File: src/rtl/beep_scheduler_pkg.sv
// rtl/beep_scheduler_pkg.sv - shared encodings and default timing for the beep scheduler
package beep_scheduler_pkg;

  typedef enum logic [1:0] {
    ST_IDLE  = 2'd0,
    ST_FIRE  = 2'd1,
    ST_SLOT  = 2'd2,
    ST_PAUSE = 2'd3
  } state_t;

  typedef enum logic [1:0] {
    SRC_NONE  = 2'd0,
    SRC_PULSE = 2'd1,
    SRC_KEY   = 2'd2,
    SRC_ALARM = 2'd3
  } src_t;

  localparam logic [1:0] LVL_NONE = 2'd0;
  localparam logic [1:0] LVL_LOW  = 2'd1;
  localparam logic [1:0] LVL_HIGH = 2'd2;

  // 50 MHz: 25 ms tone + 3 ms gap per slot, 1 s / 0.5 s between alarm bursts
  localparam int DEF_SLOT_CYC   = 1_400_000;
  localparam int DEF_LO_GAP_CYC = 50_000_000;
  localparam int DEF_HI_GAP_CYC = 25_000_000;

  // Beeps still owed after the first strobe of a burst
  localparam logic [1:0] HI_BURST_REST = 2'd2;
  localparam logic [1:0] LO_BURST_REST = 2'd1;

  function automatic int max3(input int a, input int b, input int c);
    int m;
    m = (a > b) ? a : b;
    return (m > c) ? m : c;
  endfunction

endpackage

File: src/rtl/beep_tick_cnt.sv
// rtl/beep_tick_cnt.sv - loadable down-counter timing both tone slots and alarm pauses
module beep_tick_cnt #(
  parameter int W = 8
) (
  input  logic         clk,
  input  logic         rst_n,
  input  logic         load,
  input  logic [W-1:0] value,
  output logic         done
);

  logic [W-1:0] cnt;

  // Holds at zero instead of wrapping so done stays asserted until the next load
  always_ff @(posedge clk or negedge rst_n) begin
    if (!rst_n) begin
      cnt <= '0;
    end else if (load) begin
      cnt <= value;
    end else if (cnt != '0) begin
      cnt <= cnt - W'(1);
    end
  end

  assign done = (cnt == '0);

endmodule

File: src/rtl/beep_scheduler.sv
// rtl/beep_scheduler.sv - arbitrates key, pulse and alarm beeps into spaced Beep.En strobes
module beep_scheduler
  import beep_scheduler_pkg::*;
#(
  parameter int SLOT_CYC   = DEF_SLOT_CYC,
  parameter int LO_GAP_CYC = DEF_LO_GAP_CYC,
  parameter int HI_GAP_CYC = DEF_HI_GAP_CYC
) (
  input  logic       Clk,
  input  logic       Rst_n,
  input  logic       key_req,
  input  logic       pulse_req,
  input  logic [1:0] alarm_lvl,
  input  logic       mute,
  output logic       beep_en,
  output logic       busy,
  output logic [1:0] cur_src
);

  localparam int CNT_W = $clog2(max3(SLOT_CYC, LO_GAP_CYC, HI_GAP_CYC));

  // FIRE is the first cycle of the slot, so the counter only covers the rest
  localparam logic [CNT_W-1:0] SLOT_LD = CNT_W'(SLOT_CYC - 2);
  localparam logic [CNT_W-1:0] LO_LD   = CNT_W'(LO_GAP_CYC - 1);
  localparam logic [CNT_W-1:0] HI_LD   = CNT_W'(HI_GAP_CYC - 1);

  state_t           state;
  logic             key_pend;
  logic             burst_hi;
  logic [1:0]       beeps_left;
  logic             tick_load;
  logic [CNT_W-1:0] tick_value;
  logic             tick_done;
  logic             alarm_on;
  logic             alarm_hi;
  logic             key_go;
  logic             pulse_go;

  assign alarm_on = (alarm_lvl != LVL_NONE);
  assign alarm_hi = alarm_lvl[1];  // level 3 counts as high
  assign key_go   = !mute && (key_pend || key_req);
  assign pulse_go = !mute && pulse_req;

  // Reloading on every slot expiry is harmless when the next state is not PAUSE
  assign tick_load  = (state == ST_FIRE) || ((state == ST_SLOT) && tick_done);
  assign tick_value = (state == ST_FIRE) ? SLOT_LD : (alarm_hi ? HI_LD : LO_LD);

  beep_tick_cnt #(.W(CNT_W)) u_tick (
    .clk   (Clk),
    .rst_n (Rst_n),
    .load  (tick_load),
    .value (tick_value),
    .done  (tick_done)
  );

  always_ff @(posedge Clk or negedge Rst_n) begin
    if (!Rst_n) begin
      state      <= ST_IDLE;
      beep_en    <= 1'b0;
      busy       <= 1'b0;
      cur_src    <= SRC_NONE;
      key_pend   <= 1'b0;
      burst_hi   <= 1'b0;
      beeps_left <= 2'd0;
    end else begin
      beep_en <= 1'b0;
      if (mute) begin
        key_pend <= 1'b0;
      end else if (key_req) begin
        key_pend <= 1'b1;
      end

      case (state)
        ST_IDLE: begin
          if (alarm_on) begin
            state      <= ST_FIRE;
            beep_en    <= 1'b1;
            busy       <= 1'b1;
            cur_src    <= SRC_ALARM;
            burst_hi   <= alarm_hi;
            beeps_left <= alarm_hi ? HI_BURST_REST : LO_BURST_REST;
            key_pend   <= 1'b0;
          end else if (key_go) begin
            state    <= ST_FIRE;
            beep_en  <= 1'b1;
            busy     <= 1'b1;
            cur_src  <= SRC_KEY;
            key_pend <= 1'b0;
          end else if (pulse_go) begin
            state   <= ST_FIRE;
            beep_en <= 1'b1;
            busy    <= 1'b1;
            cur_src <= SRC_PULSE;
          end
        end

        ST_FIRE: state <= ST_SLOT;

        ST_SLOT: begin
          if (tick_done) begin
            if (cur_src == SRC_ALARM) begin
              if (!alarm_on) begin
                state   <= ST_IDLE;
                busy    <= 1'b0;
                cur_src <= SRC_NONE;
              end else if (alarm_hi && !burst_hi) begin
                state      <= ST_FIRE;
                beep_en    <= 1'b1;
                burst_hi   <= 1'b1;
                beeps_left <= HI_BURST_REST;
                key_pend   <= 1'b0;
              end else if ((alarm_hi == burst_hi) && (beeps_left != 2'd0)) begin
                state      <= ST_FIRE;
                beep_en    <= 1'b1;
                beeps_left <= beeps_left - 2'd1;
              end else begin
                state <= ST_PAUSE;
              end
            end else if (alarm_on) begin
              state      <= ST_FIRE;
              beep_en    <= 1'b1;
              cur_src    <= SRC_ALARM;
              burst_hi   <= alarm_hi;
              beeps_left <= alarm_hi ? HI_BURST_REST : LO_BURST_REST;
              key_pend   <= 1'b0;
            end else if (key_go) begin
              state    <= ST_FIRE;
              beep_en  <= 1'b1;
              cur_src  <= SRC_KEY;
              key_pend <= 1'b0;
            end else begin
              state   <= ST_IDLE;
              busy    <= 1'b0;
              cur_src <= SRC_NONE;
            end
          end
        end

        ST_PAUSE: begin
          if (!alarm_on) begin
            state   <= ST_IDLE;
            busy    <= 1'b0;
            cur_src <= SRC_NONE;
          end else if (tick_done) begin
            state      <= ST_FIRE;
            beep_en    <= 1'b1;
            burst_hi   <= alarm_hi;
            beeps_left <= alarm_hi ? HI_BURST_REST : LO_BURST_REST;
            key_pend   <= 1'b0;
          end
        end

        default: begin
          state   <= ST_IDLE;
          busy    <= 1'b0;
          cur_src <= SRC_NONE;
        end
      endcase
    end
  end

endmodule

File: config.mk
export PLATFORM = sky130hd
export DESIGN_NAME = beep_scheduler
export DESIGN_NICKNAME = d
export VERILOG_FILES = /design/src/rtl/beep_scheduler_pkg.sv /design/src/rtl/beep_tick_cnt.sv /design/src/rtl/beep_scheduler.sv
export SDC_FILE = /design/constraint.sdc
export NUM_CORES = 1
export LEC_CHECK = 0
export CAP_MARGIN = 40
export CORE_MARGIN = 1
export CORE_UTILIZATION = 45
export DETAILED_ROUTE_END_ITERATION = 16
export PLACE_DENSITY = 0.64
export SYNTH_ARGS = -nofsm -noshare
export SYNTH_HDL_FRONTEND = slang
export SYNTH_SLANG_ARGS = --single-unit
export TNS_END_PERCENT = 10
File: constraint.sdc
create_clock -name Clk -period 2 [get_ports Clk]
set_clock_uncertainty 0.15 [all_clocks]
set_input_delay 0.4 -clock Clk [delete_from_list [all_inputs] [get_ports Clk]]
set_output_delay 0.4 -clock Clk [all_outputs]
set_load 0.01 [all_outputs]
# After elaboration in Yosys (flattened, before gate mapping)
# Cells that the tools add are included.
[word_totals]
ff_bits = 36
in_bits = 7
[classes]
n_addsub = 2
n_eq_ne = 15
mux = 76
n_reduce_logical = 21
[op_table]
columns = ["cell", "count"]
rows = [
  ["$mux W26", 4],
  ["$mux W2", 26],
  ["$mux W1", 39],
  ["$logic_not A26 Y1", 1],
  ["$reduce_bool A26 Y1", 1],
  ["$sub A26 B1 Y26 const B", 1],
  ["$pmux W1 S3", 4],
  ["$pmux W2 S3", 2],
  ["$reduce_and A6 Y1", 2],
  ["$ne A3 B2 Y1 const B", 3],
  ["$pmux W2 S4", 1],
  ["$eq A2 B2 Y1 const B", 3],
  ["$ne A2 B2 Y1 const B", 3],
  ["$ne A3 B3 Y1 const B", 2],
  ["$reduce_and A3 Y1", 2],
  ["$reduce_bool A2 Y1", 3],
  ["$logic_and A1 B1 Y1", 5],
  ["$reduce_and A5 Y1", 1],
  ["$ne A4 B2 Y1 const B", 1],
  ["$ne A4 B4 Y1 const B", 1],
  ["$reduce_bool A3 Y1", 1],
  ["$eq A2 B1 Y1 const B", 1],
  ["$logic_not A1 Y1", 2],
  ["$logic_not A2 Y1", 1],
  ["3 further kinds", 4],
]

# Longest topological paths before layout
# Gate-level depths: netlist (run 1).
[depth]
depth_word = 8
mapped_depth = 9
mapped_depth_nobuf = 7

# Hierarchy
# Synthesis (run 1) repeated with hierarchy kept, for this count alone.
[unflattened]
hier_cells = 263
area_unflattened_um2 = 2277.2
[by_module_without_submodules]
columns = ["module", "seq_area_each_um2", "n_inst", "area_each_um2", "cells_per_inst"]
rows = [
  ["beep_tick_cnt", 650.6, 1, 1517.7, 168],
  ["beep_scheduler", 250.2, 1, 759.5, 95],
]

# Least setup slack after synthesis (run 1)
# No wires, ideal clock.
[synth_timing]
kind = "reg2reg"
startpoint = "reg u_tick.cnt[0]"
endpoint = "reg u_tick.cnt[19]"
setup_slack_ps = -123
required_ps = 1727
arrival_ps = 1851
setup_ps = 123
path_stages_with_launch = 8
period_less_slack_ps = 2123
cell_sequence = "dfrtp_1 -> inv_1 -> ha_1 -> nor4b_2 -> nand2_1 -> nor4_4 -> maj3_1 -> a21oi_1"
[synth_between]
elab_chain_cells = 4
word_cells_on_any_way = 8
classes_between = "add/sub: 1; mux: 2; reduce/logical: 5"
[synth_rtl]
columns = ["element", "line_no", "source"]
rows = [
  ["start: declaration", "beep_tick_cnt.sv:12", "logic [W-1:0] cnt;"],
  ["start signal: assignment", "beep_tick_cnt.sv:19", "cnt <= value;"],
  ["start signal: assignment", "beep_tick_cnt.sv:21", "cnt <= cnt - W'(1);"],
  ["parallel branches: the longest is 4 deep, another holds $sub A26 B1 Y26", "--", ""],
]
# Parallel ways; which one is timed is not known. The select of a mux whose other input is x is not followed.
# A chain may end at the register's enable or synchronous reset.

# Final worst setup path (run 1)
[layout_timing]
startpoint = "reg u_tick.cnt[0]"
endpoint = "reg beeps_left[0]"
[layout_between]
elab_chain_cells = 3
word_cells_on_any_way = 4
classes_between = "eq/ne: 2; reduce/logical: 2"
[layout_rtl]
columns = ["element", "line_no", "source"]
rows = [
  ["$logic_not A26 Y1 *", "beep_tick_cnt.sv:25", "assign done = (cnt == '0);"],
  ["$ne A2 B2 Y1 (no line)", "--", ""],
  ["$reduce_and A6 Y1 (no line) *", "--", ""],
  ["end signal: assignment", "beep_scheduler.sv:81", "beeps_left <= alarm_hi ? HI_BURST_REST : LO_BURST_REST;"],
  ["end signal: assignment", "beep_scheduler.sv:115", "beeps_left <= beeps_left - 2'd1;"],
  ["end signal: assignment", "beep_scheduler.sv:124", "beeps_left <= alarm_hi ? HI_BURST_REST : LO_BURST_REST;"],
  ["end: declaration", "beep_scheduler.sv:30", "logic [1:0] beeps_left;"],
]
# Mark *: on every way between the ends. The rest lies on a longest branch, timed or not.

==> results.toml, run 1 <==
[grt]
grtUsageTotal_pct = 25.0
grt_overflow = 0
grt_first_pass_wirelength_um = 10300
grt_max_degree = 37
grt_pass1_vias = 2303
antenna_found_initial = 0

[power_and_ir_drop]
p_leak_nw = 1.42
power.density_nw_per_um2 = 466
ir_drop_mv = 0.321

[detailed_routing]
wl_um = 6190
dr.pass1.iters = 4
drtIter0Drc = 136
drtAntennaViolNets = 0
vias = 2281
wl_per_cell_um = 15.0
via_per_inst = 5.55
drc_errors = 0

[synthesis]
synth_area_um2 = 2320
yosys_warnings = 0
synthFlopType = "dfrtp_1"
yosysSeqAreaShare_pct = 38.9
syn-num-nets = 261
yosysTopAreaCellShare_pct = 38.9
ys_ff_latch = 36
netlist_top_cells_area = "dfrtp_1 (39%), a21oi_1 (3.7%), nor2_1 (3.4%)"
syn_avg_cell_area_um2 = 9.23
async_reset_ff_share_pct = 100
synth.distinct_cells = 59
yosys.area.top_type = "dfrtp_1"
syn_inst = 251
synth-edff-count = 0

[cts]
cts-htree-levels = 2
cts-root-buf = "clkbuf_8"
cts_buffer_depth = 2
clk_pin_slew_ns = 0.08
cts_tree = "yes"
clock-sinks = 36
clk_latency_ns = 0.30
hold_buffers = 0
numCtsBuffers = 5

[min_path]
hold_class = "primary input to asynchronous set/reset pin"

[cells_and_area]
area.sequential_um2 = 901
drive_gt1_share_pct = 38.4
area_growth_pct = 44.0
nets = 353
antenna_cells = 0
design_area_um2 = 3340
stdcell_count = 411
final_common_cell = "buf_4"
multi_input_area_um2 = 1430
post-route-util_pct = 68.8
fill_cells = 399
most-common-layout-cells = "buf_4 (80), dfrtp_1 (36), nor2_1 (20)"

[critical_path]
cp.arrival_ns = 2.10
path_class = "flip-flop to flip-flop"
crit_fanout = 5
critical-path-slowest-cell = "dfrtp_1"
worst-path-stages = 8
worstSetupEndpointType = "flip-flop"
crit_buf_inv = 2
r2r-start = "u_tick.cnt[0]"
ff2ff_path_depth = 8
reg2reg_to = "beeps_left[0]"
crit_path_cell_trace = "inv_2, ha_4, nor4b_4, buf_4, nand4_4, nor2_4, a21oi_2, mux2_4"
max_stage_delay_ns = 0.39
startpoint_type = "flip-flop"
worstPathRequired_ns = 2.03
crit_family = "simple AND/OR/NAND/NOR gates"
r2r_slack_ns = -0.07

[floorplan]
core_area_um2 = 4850
die_h_um = 73.7
dieWidth_um = 73.7
start_util_pct = 47.8
pin_count = 11
design.die.area_um2 = 5440
rows = 25

[placed_design]
dpl.hpwl_um = 4400
dp.cells = 396
portBuffers = 10
place_area_um2 = 3040
place_congestion = 0.823

[status]
status = "complete, but fails checks"
failed_checks = "hold timing, setup timing"

[timing]
finalHoldViolCount = 9
drv_slew = 0
setup_violations = 27
period_needed_ns = 2.07
min_period_over_period_pct = 104
rsz0062_at_grt = "yes"
setup_tns_ns = -0.813
relSlewSlack_pct = 66.8
tightestPinTransition_ns = 0.498
fin_ws_ns = -0.0717
holdWs_ns = -0.0131
max_freq_mhz = 483

[job]
drv_cap = 0
## cell families (layout without fill, tap and decap cells)
family / count (synthesis) / after routing / synth area share, %
buffers and inverters: 21 / 114 / 4.10
muxes: 3 / 3 / 1.40
xor gates and xnor gates: 14 / 14 / 5.29
adders and majority gates: 4 / 4 / 2.05
AOI/OAI and AO/OA: 74 / 74 / 21.7
and+or+nand+nor: 99 / 99 / 26.5
DFF: 36 / 36 / 38.9
## through the flow
step,total power (W),worst slack [ns]
final,0.00155,-0.0717
after global routing,0.00159,-0.162
after CTS,0.00156,-0.0416
after detailed placement,0.000839,-0.368
after global placement,0.000839,-0.325
after floorplan,0.000781,-0.0183
## area by class of cell
class / count / share of cell area, %
inverters: 12 / 1.35
flip-flops and latches: 36 / 27.0
multi-input cells: 194 / 42.9
well taps: 67 / 2.51
clock inverters: 1 / 0.900
clock buffers: 7 / 2.89
repair buffers: 94 / 22.5
## layer usage
| metal | track usage (%) | vias up | routed length (um) |
|---|---|---|---|
| met3 | 4.12 | 13 | 223 |
| li1 | - | 1109 | - |
| met2 | 41.9 | 53 | 2990 |
| met5 | 0 | - | 0 |
| met1 | 31.9 | 1106 | 2840 |
| met4 | 10.5 | 0 | 136 |
## what timing repair did
item,CTS,global route
pin swaps,8,2
cloned,0,0
setup endpoints to repair,34,34
setup buffers,7,0
resized for setup,17,10
hold endpoints to repair,0,0
## cell usage after synthesis (all sizes together) (2+ instances only)
library cell   n
a211oi         9
a21oi         21
a221oi         2
a31oi          3
and2           6
and4           2
buf            5
clkbuf         4
dfrtp         36
ha             3
inv           12
mux2           2
nand2         21
nand3          7
nand3b         2
nand4          5
nor2          22
nor2b          3
nor3          15
nor4           7
nor4b          2
o211ai         6
o21ai         18
o21bai         2
o221a          2
o22ai          2
o2bb2ai        2
or3            2
or4            2
xnor2          8
xor2           6
## flip-flops by register name, summed over array words and instances (netlist names)
register    flops
beep_en         1
beeps_left      2
burst_hi        1
busy            1
cur_src         2
key_pend        1
state           2
u_tick.cnt     26
## worst max path at each step
stage                   from             end  slack [ns]
2_1_floorplan  u_tick.cnt[0]  u_tick.cnt[19]       -0.02
3_3_place_gp    alarm_lvl[1]   beeps_left[0]       -0.33
3_5_place_dp    alarm_lvl[1]   beeps_left[0]       -0.37
4_1_cts        u_tick.cnt[1]   beeps_left[0]       -0.04
5_1_grt        u_tick.cnt[1]            busy       -0.16
6_report       u_tick.cnt[0]   beeps_left[0]       -0.07
## where the power goes
| group | internal, W | switching (W) | leakage, nW |
|---|---|---|---|
| Clock | 0.000440 | 0.000288 | 0.0645 |
| Combinational | 0.0000422 | 0.0000504 | 0.937 |
| Sequential | 0.000730 | 0.00000250 | 0.417 |
(Power assumes the default switching activity.)
==> run 2: changes to the inputs <==
--- a/config.mk
+++ b/config.mk
@@ -10,6 +10,7 @@
 export CORE_UTILIZATION = 45
 export DETAILED_ROUTE_END_ITERATION = 16
 export PLACE_DENSITY = 0.64
+export REMOVE_ABC_BUFFERS = 1
 export SYNTH_ARGS = -nofsm -noshare
 export SYNTH_HDL_FRONTEND = slang
 export SYNTH_SLANG_ARGS = --single-unit
==> results.toml, run 2 (synthesis gave the netlist of run 1 again) <==
[cells_and_area]
stdcell_count = 412
antenna_cells = 0
design_area_um2 = 3350
area_growth_pct = 44.8
nets = 355
drive_gt1_share_pct = 41.2
largest_register_ffs = 26
most-common-layout-cells = "buf_4 (80), dfrtp_1 (36), nor2_1 (18), nand2_1 (18), a21oi_1 (14)"
top_register = "u_tick.cnt"
fill_cells = 397
final_common_cell = "buf_4"

[timing]
rsz0062_at_grt = "yes"
tightestPinTransition_ns = 0.638
holdWs_ns = -0.0177
min_period_over_period_pct = 103
drv_slew = 0
finalHoldViolCount = 26
fin_ws_ns = -0.0537
max_freq_mhz = 487
period_needed_ns = 2.05
relSlewSlack_pct = 57.5
setup_violations = 8

[status]
failed_checks = "hold timing, setup timing"
status = "complete, but fails checks"

[detailed_routing]
via_per_inst = 5.43
drtAntennaViolNets = 0
wl_per_cell_um = 14.6
vias = 2236
wl_um = 6020
dr.pass1.iters = 4
drc_errors = 0
drtIter0Drc = 62

[power_and_ir_drop]
p_leak_nw = 1.41
power.density_nw_per_um2 = 418
ir_drop_mv = 0.364

[critical_path]
worst-path-stages = 11
cpMostUsedCell = "buf_4"
crit_family = "buffers and inverters"
max_stage_delay_ns = 0.37
reg2reg_to = "u_tick.cnt[0]"
r2r_slack_ns = -0.05
worstPathRequired_ns = 2.02
path_class = "flip-flop to flip-flop"
ff2ff_path_depth = 11
crit_fanout = 3
cp.arrival_ns = 2.07
startpoint_type = "flip-flop"
crit_buf_inv = 10
startpoint = "u_tick.cnt[0]"
worstSetupEndpointType = "flip-flop"
r2r-start = "u_tick.cnt[0]"
cp-endpoint = "u_tick.cnt[0]"
critical-path-slowest-cell = "dfrtp_1"
crit_path_cell_trace = "inv_2, buf_4, buf_4, buf_4, buf_4, buf_4, buf_4, buf_4, buf_4, buf_4, o221a_2"

[placed_design]
dp.cells = 395
portBuffers = 10
dpl.hpwl_um = 4390
place_area_um2 = 3030
place_congestion = 0.932

[min_path]
hold_class = "primary input to asynchronous set/reset pin"

[floorplan]
pin_count = 11
core_area_um2 = 4850
dieWidth_um = 73.7
start_util_pct = 47.8
die_h_um = 73.7
rows = 25
design.die.area_um2 = 5440

[cts]
clock-sinks = 36
cts_tree = "yes"
clk_pin_slew_ns = 0.07
cts-htree-levels = 2
clk_latency_ns = 0.28
numCtsBuffers = 5
cts-root-buf = "clkbuf_8"
cts_buffer_depth = 2
hold_buffers = 0

[grt]
grt_overflow = 0
antenna_found_initial = 0
grt_first_pass_wirelength_um = 10300
grt_max_degree = 29
grtUsageTotal_pct = 24.9
grt_pass1_vias = 2190

[job]
drv_cap = 0
[run 2: cell count changes in the layout (fill, tap and decap cells not counted), moves of 2 or more]
cell	previous run	this run
a211oi_1	8	5
a211oi_2	1	4
a21oi_1	16	14
buf_6	3	5
mux2_1	0	2
mux2_4	2	0
nor2_1	20	18
nor2_2	0	2
nor3_1	9	11
nor3_4	2	0
[run 2: timing repair]
item	in CTS	in global routing
setup endpoints to repair	27	34
setup buffers	10	1
resized for setup	17	22
pin swaps	8	8
[run 2: worst min path at each step]
| stage | startpoint | end | slack [ns] |
|---|---|---|---|
| final | Rst_n | u_tick.cnt[8] | -0.02 |
| after global routing | Rst_n | u_tick.cnt[8] | 0.02 |
| after CTS | Rst_n | u_tick.cnt[14] | 0.006 |
| after detailed placement | Rst_n | u_tick.cnt[8] | 0.31 |
| after global placement | Rst_n | u_tick.cnt[8] | 0.31 |
| after floorplan | Rst_n | beep_en | -0.05 |
[run 2: worst register-to-register path, stage by stage (launching register included)]
cell,delay (ns)
dfrtp_1,0.37
inv_2,0.06
buf_4,0.12
buf_4,0.12
buf_4,0.12
buf_4,0.12
buf_4,0.12
buf_4,0.12
buf_4,0.12
buf_4,0.12
buf_4,0.13
o221a_2,0.29
[run 2: layout make-up]
type	instances	area (um^2)	share of cell area (%)
repair buffers	96	772	23.0
well taps	67	83.8	2.50
multi-input cells	194	1460	43.4
flip-flops and latches	36	901	26.9
clock buffers	7	96.3	2.87
inverters	12	45.0	1.34
[run 2: where the power goes]
group          switching, W  internal (W)
sequential       0.00000244      0.000731
clock              0.000259      0.000307
combinational     0.0000553     0.0000486
[run 2: per-layer routing]
layer / vias up / share of wire [%] / global-route usage, %
li1: 1124 / - / -
met1: 1077 / 48 / 33.9
met2: 33 / 49 / 41.3
met3: 2 / 2.3 / 4.12
met4: 0 / 0.47 / 5.56
met5: - / 0 / 0
[run 2: through the flow]
stage	worst slack, ns	util, %	power, W	hold slack [ns]	TNS [ns]
finish	-0.0537	69.2	0.00140	-0.0177	-0.125
global route	-0.131	69.2	0.00147	0.0230	-2.41
CTS	-0.0721	67.5	0.00141	0.00593	-0.824
detailed placement	-0.331	62.5	0.000843	0.310	-3.08
global placement	-0.307	62.5	0.000843	0.311	-3.05
floorplan	-0.187	-	0.000779	-0.0456	-2.16
